### src/rtl/side_buffer_ctrl_if.sv
// Handshake/bus bundle between the MinBD side-buffer controller and its neighbours.
// master = router-side driver (eject/injection stages), slave = side_buffer_ctrl.
interface side_buffer_ctrl_if #(
    parameter int FLIT_W = 11
);
    logic              defl_valid;
    logic [FLIT_W-1:0] defl_flit;
    logic              defl_ack;
    logic              slot_free;
    logic              chan_valid;
    logic [FLIT_W-1:0] chan_flit;
    logic              inject;
    logic [FLIT_W-1:0] inj_flit;
    logic              redirect;
    logic [3:0]        count;
    logic              full;
    logic              empty;

    modport master (
        output defl_valid, defl_flit, slot_free, chan_valid, chan_flit,
        input  defl_ack, inject, inj_flit, redirect, count, full, empty
    );
    modport slave (
        input  defl_valid, defl_flit, slot_free, chan_valid, chan_flit,
        output defl_ack, inject, inj_flit, redirect, count, full, empty
    );
endinterface

### src/rtl/side_buffer_ctrl.sv
// MinBD side-buffer controller: captures deflected flits, re-injects into free slots, forces swaps on starvation.
// Optional SB_RANDOM_CAPTURE_EN: LFSR-gated (~50%) probabilistic capture.
module side_buffer_ctrl #(
    parameter int FLIT_W     = 11,
    parameter int DEPTH      = 6,
    parameter int STARVE_LIM = 8
) (
    input  logic               clk,
    input  logic               rst_n,
    side_buffer_ctrl_if.slave  sb
);
    localparam int PW = $clog2(DEPTH);
    localparam logic [7:0] LIM = 8'(STARVE_LIM);

    typedef enum logic [1:0] {S_IDLE, S_HOLD, S_REDIRECT} state_e;

    state_e            state_q, state_d;
    logic [3:0]        cnt_q, cnt_d;
    logic [PW-1:0]     wr_q, wr_d, rd_q, rd_d;
    logic [7:0]        starve_q, starve_d;
    logic              inject_q, redirect_q;
    logic [FLIT_W-1:0] inj_flit_q;
    logic [FLIT_W-1:0] mem_q [DEPTH];

    logic full, empty, force_redir, cap_ok, ack, rein, swap, pop, wr_en;

    function automatic logic [PW-1:0] nxt(input logic [PW-1:0] p);
        return (p == PW'(DEPTH - 1)) ? '0 : p + 1'b1;
    endfunction

    assign full  = (cnt_q == 4'(DEPTH));
    assign empty = (cnt_q == 4'd0);

`ifdef SB_RANDOM_CAPTURE_EN
    logic [15:0] lfsr_q;
    always_ff @(posedge clk or negedge rst_n) begin
        if (!rst_n) lfsr_q <= 16'hACE1;
        else        lfsr_q <= {lfsr_q[14:0], lfsr_q[15] ^ lfsr_q[13] ^ lfsr_q[12] ^ lfsr_q[10]};
    end
    assign cap_ok = ~lfsr_q[0];
`else
    assign cap_ok = 1'b1;
`endif

    // Output/control decode. A saturated starve counter blocks capture in the same cycle.
    always_comb begin
        force_redir = (state_q == S_HOLD) && (starve_q == LIM);
        ack   = sb.defl_valid && !full && (state_q != S_REDIRECT) && !force_redir && cap_ok;
        rein  = !empty && sb.slot_free;
        swap  = (state_q == S_REDIRECT) && !sb.slot_free && sb.chan_valid;
        pop   = rein || swap;
        wr_en = ack || swap;
        cnt_d = cnt_q + 4'(ack) - 4'(rein);
        wr_d  = wr_en ? nxt(wr_q) : wr_q;
        rd_d  = pop ? nxt(rd_q) : rd_q;
    end

    always_comb begin
        state_d = state_q;
        case (state_q)
            S_IDLE:     if (ack) state_d = S_HOLD;
            S_HOLD:     if (force_redir && !rein) state_d = S_REDIRECT;
                        else if (cnt_d == 4'd0)   state_d = S_IDLE;
            S_REDIRECT: if (rein)      state_d = (cnt_d == 4'd0) ? S_IDLE : S_HOLD;
                        else if (swap) state_d = S_HOLD;
            default:    state_d = S_IDLE;
        endcase
    end

    always_comb begin
        starve_d = starve_q;
        if (pop || empty || (state_q == S_REDIRECT && state_d != S_REDIRECT))
            starve_d = '0;
        else if (state_q == S_HOLD && !sb.slot_free && starve_q != LIM)
            starve_d = starve_q + 8'd1;
    end

    always_ff @(posedge clk or negedge rst_n) begin
        if (!rst_n) begin
            state_q    <= S_IDLE;
            cnt_q      <= '0;
            wr_q       <= '0;
            rd_q       <= '0;
            starve_q   <= '0;
            inject_q   <= 1'b0;
            inj_flit_q <= '0;
            redirect_q <= 1'b0;
        end else begin
            state_q    <= state_d;
            cnt_q      <= cnt_d;
            wr_q       <= wr_d;
            rd_q       <= rd_d;
            starve_q   <= starve_d;
            inject_q   <= pop;
            if (pop) inj_flit_q <= mem_q[rd_q];
            redirect_q <= (state_d == S_REDIRECT);
        end
    end

    // Read of mem_q[rd_q] sees the pre-edge value, so a full-buffer swap on the same entry is safe.
    always_ff @(posedge clk) begin
        if (wr_en) mem_q[wr_q] <= swap ? sb.chan_flit : sb.defl_flit;
    end

    assign sb.defl_ack = ack;
    assign sb.inject   = inject_q;
    assign sb.inj_flit = inj_flit_q;
    assign sb.redirect = redirect_q;
    assign sb.count    = cnt_q;
    assign sb.full     = full;
    assign sb.empty    = empty;
endmodule

### src/flat_wrapper.sv
// flat-port wrapper written by rule: the top's interface ports become plain ports
module side_buffer_ctrl_flat 
#(
    parameter int FLIT_W     = 11,
    parameter int DEPTH      = 6,
    parameter int STARVE_LIM = 8
)
  (clk, rst_n, sb_defl_valid, sb_defl_flit, sb_slot_free, sb_chan_valid, sb_chan_flit, sb_defl_ack, sb_inject, sb_inj_flit, sb_redirect, sb_count, sb_full, sb_empty);
  side_buffer_ctrl_if #(.FLIT_W(FLIT_W)) sb_i ();
  input  logic clk;
  input  logic rst_n;
  input wire logic [$bits(sb_i.defl_valid)-1:0] sb_defl_valid;
  input wire logic [$bits(sb_i.defl_flit)-1:0] sb_defl_flit;
  input wire logic [$bits(sb_i.slot_free)-1:0] sb_slot_free;
  input wire logic [$bits(sb_i.chan_valid)-1:0] sb_chan_valid;
  input wire logic [$bits(sb_i.chan_flit)-1:0] sb_chan_flit;
  output wire logic [$bits(sb_i.defl_ack)-1:0] sb_defl_ack;
  output wire logic [$bits(sb_i.inject)-1:0] sb_inject;
  output wire logic [$bits(sb_i.inj_flit)-1:0] sb_inj_flit;
  output wire logic [$bits(sb_i.redirect)-1:0] sb_redirect;
  output wire logic [$bits(sb_i.count)-1:0] sb_count;
  output wire logic [$bits(sb_i.full)-1:0] sb_full;
  output wire logic [$bits(sb_i.empty)-1:0] sb_empty;
  assign sb_i.defl_valid = sb_defl_valid;
  assign sb_i.defl_flit = sb_defl_flit;
  assign sb_i.slot_free = sb_slot_free;
  assign sb_i.chan_valid = sb_chan_valid;
  assign sb_i.chan_flit = sb_chan_flit;
  assign sb_defl_ack = sb_i.defl_ack;
  assign sb_inject = sb_i.inject;
  assign sb_inj_flit = sb_i.inj_flit;
  assign sb_redirect = sb_i.redirect;
  assign sb_count = sb_i.count;
  assign sb_full = sb_i.full;
  assign sb_empty = sb_i.empty;
  side_buffer_ctrl #(.FLIT_W(FLIT_W), .DEPTH(DEPTH), .STARVE_LIM(STARVE_LIM)) u_core (.clk(clk), .rst_n(rst_n), .sb(sb_i));
endmodule
### config.mk
export PLATFORM = sky130hd
export DESIGN_NAME = side_buffer_ctrl_flat
export DESIGN_NICKNAME = d
export VERILOG_FILES = /design/src/rtl/side_buffer_ctrl_if.sv /design/src/rtl/side_buffer_ctrl.sv /design/src/flat_wrapper.sv
export SDC_FILE = /design/constraint.sdc
export NUM_CORES = 1
export LEC_CHECK = 0
export ABC_AREA = 1
export CAP_MARGIN = 10
export CORE_UTILIZATION = 51
export DETAILED_ROUTE_END_ITERATION = 8
export PLACE_DENSITY = 0.76
export SETUP_SLACK_MARGIN = 0.4
export SLEW_MARGIN = 20
export SYNTH_ARGS = -nofsm -noshare
export SYNTH_HDL_FRONTEND = slang
export SYNTH_SLANG_ARGS = --single-unit
### constraint.sdc
create_clock -name clk -period 2.8 [get_ports clk]
set_clock_uncertainty 0.2 [all_clocks]
set_input_delay 0.56 -clock clk [delete_from_list [all_inputs] [get_ports clk]]
set_output_delay 0.56 -clock clk [all_outputs]
set_load 0.005 [all_outputs]
==> metrics <==
Slew Limit Headroom 0.507; Hold-fix buffers, CTS 0; Ant. Diodes 0; CTS tree yes; WL final 8.44 mm; Site Rows 33; Final HPWL DP ~6 mm; Clock transition at path regs approximately 100 ps; logic gate share of total power 0.377; via count about 3100; Seq pwr share 0.437; Pint a little over 0.003 W; Yosys reg bits a little under 100; clk root buf clkbuf_8; I/O pins 47; nets@finish ~530; core area about 8400 µm²; Die ar. ~9200 µm²; die extent in y between 90 and 100 µm; min-delay worst type reg -> reg; Worst-Skew Late Latency about 370 ps; Clock Path Buffers 2; Final TNS setup 0 ps; die width roughly 96 µm; clk sinks 99; DRT Pass-1 Iters 4; Final Max Slew Viols 0; final setup fails 0; initial antenna violation count 0; Final Hold Viols 0; Setup WS post-layout approximately 140 ps; Post-Place Cell Area 5200 µm²; WL/cell between 10 and 15 µm; # H-tree levels 3; post-route ant nets 0; first-pass GRT wire length about 14 mm; # Max-Cap Violations 0; Setup WS pre-CTS -356 ps; CP endpoint kind flip-flop; cts bufs inserted 9; Clock power frac 0.186; port bufs 46; global route total overflow 0; Starting Density 0.538; syn_area_per_cell about 11 µm²; most frequent cells in the layout nor2_1 (95), edfxtp_1 (66), o21ai_0 (47); CP required ~2900 ps; share of cells above drive strength 1 0.179; commonest non-fill, non-tap cell in the layout nor2_1; Cell Area, Synth 4510 µm²; syn_nets 461; Layout Area Growth over Synthesis 21.1%; PD cells between 800 and 900 nW/µm²; Final Cycle Share 0.949; crit start category flip-flop; Non-Filler Cell Area, Final roughly 5500 µm²; crit-path max FO 5; WP data arrival 2720 ps; P_sw between 0.0015 and 0.002 W; Worst-Margin Slew 739 ps; post-synthesis sequential area ratio 0.623; status finished clean; Fmax about 0.38 GHz; vias in the first global route slightly above 3000; RD Place Congestion between 0.8 and 0.9; initial DRC count 106; DRC viols 0; Pleak 2.23 nW; CP Class reg -> reg; synth warn 0; detailed-route vias per instance between 5 and 6; Total GRT Usage 0.205; post-synthesis cell count about 430; Final Instance Count excl. Fillers 601; Period minus WS final between 2000 and 3000 ps; unique cell type count in the Yosys netlist 32; VDD IR max around 0.48 mV; RSZ-0062 raised after global routing true; switching share of power 0.372; Post-Place Cells 579; largest net degree at the start of global routing 36
-- final cells by class --
| cell class | instances | area, µm² |
|---|---|---|
| sequential | 99 | 2810 |
| inverter | 33 | 129 |
| clock buffer | 9 | 124 |
| timing repair buffer | 69 | 632 |
| clock inverter | 7 | 72.6 |
| multi-input combinational | 279 | 1560 |
| tap | 105 | 131 |
| fill | 636 | 2920 |
-- power by group through the flow --
stage / Sequential [W] / Clock (W) / Combinational [W]
2_1_floorplan: 0.00208 / 0 / 0.00118
3_3_place_gp: 0.00214 / 0 / 0.00169
3_5_place_dp: 0.00216 / 0 / 0.00177
4_1_cts: 0.00213 / 0.000929 / 0.00184
5_1_grt: 0.00216 / 0.000981 / 0.00208
6_report: 0.00213 / 0.000904 / 0.00183
-- critical path, cell delays in order (launching register included) --
cell,delay [ps]
dfrtp_1,410
inv_2,110
ha_4,140
nand3_2,80
nor2_4,130
nand2_4,70
nand2_4,70
ha_4,190
inv_2,60
ha_4,130
fa_1,430
or2_4,250
nor2_4,80
nand4_1,70
nand2_1,70
nand3_1,60
-- sequential cells by signal, indices dropped and copies added (netlist names) --
name,cells
u_core.mem_q,66
u_core.starve_q,8
u_core.sb.redirect,1
u_core.wr_q,3
u_core.sb.count,4
u_core.rd_q,3
u_core.sb.inj_flit,11
u_core.sb.inject,1
u_core.state_q,2
-- Yosys cell counts --
| cell | n | area [µm²] |
|---|---|---|
| nand2_4 | 5 | 56.3 |
| a21boi_0 | 1 | 7.51 |
| nand3_1 | 19 | 95.1 |
| o21ai_2 | 2 | 17.5 |
| nand4_1 | 4 | 25.0 |
| inv_1 | 26 | 97.6 |
| nand3_2 | 1 | 10.0 |
| edfxtp_1 | 66 | 1980 |
| nor2_1 | 97 | 364 |
| buf_4 | 3 | 22.5 |
| clkinv_4 | 1 | 8.76 |
| mux2_2 | 1 | 11.3 |
| xnor2_1 | 1 | 8.76 |
| a21oi_1 | 12 | 60.1 |
| o21a_1 | 1 | 7.51 |
| o21ai_0 | 47 | 235 |
| buf_2 | 3 | 15.0 |
| ha_1 | 8 | 100 |
| xor2_1 | 1 | 8.76 |
| o21ai_1 | 8 | 40.0 |
| nor2_4 | 4 | 45.0 |
| mux2_4 | 10 | 150 |
| dfrtp_1 | 33 | 826 |
| clkbuf_1 | 6 | 22.5 |
| inv_2 | 6 | 22.5 |
| nor2_2 | 2 | 12.5 |
| fa_1 | 1 | 20.0 |
| nand2_1 | 49 | 184 |
| nor3_1 | 1 | 5.00 |
| buf_6 | 2 | 22.5 |
| o22ai_1 | 2 | 12.5 |
| or2_2 | 2 | 12.5 |
-- logic make-up (layout without fill, tap and decap cells) --
| kind of cell | after synthesis | after routing | share of synthesized area |
|---|---|---|---|
| xor gates and xnor gates | 2 | 2 | 0.00389 |
| and+or+nand+nor | 184 | 184 | 0.180 |
| muxes | 11 | 11 | 0.0358 |
| DFF | 99 | 99 | 0.623 |
| buffers and inverters | 47 | 118 | 0.0469 |
| adders and majority gates | 9 | 9 | 0.0266 |
| AOI/OAI and AO/OA | 73 | 73 | 0.0844 |
-- what timing repair did --
action                                  CTS  global route
pin swaps                                 5             0
endpoints found under the setup margin    4             3
setup buffers                             5             1
gates resized for setup                   9             2
-- routing by layer --
| layer | GRT usage | routed length [µm] |
|---|---|---|
| met1 | 0.247 | 3560 |
| met2 | 0.358 | 4410 |
| met3 | 0.0490 | 365 |
| met4 | 0.0721 | 105 |
| met5 | 0 | 0 |
-- final timing paths --
| check | from | end | slack, ps | cells past startpoint |
|---|---|---|---|---|
| worst max-delay path | u_core.starve_q[0]$_DFFE_PN0P_ | u_core.state_q[0]$_DFF_PN0_ | 140 | 15 |
| max in group asynchronous | rst_n | u_core.sb.inj_flit[5]$_DFFE_PN0P_ | 1710 | 2 |
| worst max register to register | u_core.starve_q[0]$_DFFE_PN0P_ | u_core.state_q[0]$_DFF_PN0_ | 140 | 15 |
| min in group asynchronous | rst_n | u_core.sb.count[3]$_DFF_PN0_ | 390 | 2 |
| worst min register to register | u_core.sb.inj_flit[10]$_DFFE_PN0P_ | u_core.sb.inj_flit[10]$_DFFE_PN0P_ | 340 | 2 |
| worst min-delay path | u_core.sb.inj_flit[10]$_DFFE_PN0P_ | u_core.sb.inj_flit[10]$_DFFE_PN0P_ | 340 | 2 |
-- stage by stage --
step / total power [W] / utilization / hold WS [ps]
floorplan: 0.00326 / - / 64.4
detailed placement: 0.00393 / 0.621 / 319
finish: 0.00486 / 0.651 / 337
CTS: 0.00489 / 0.650 / 344
global placement: 0.00383 / 0.621 / 297
global route: 0.00522 / 0.651 / 376
(Power assumes the default switching activity.)
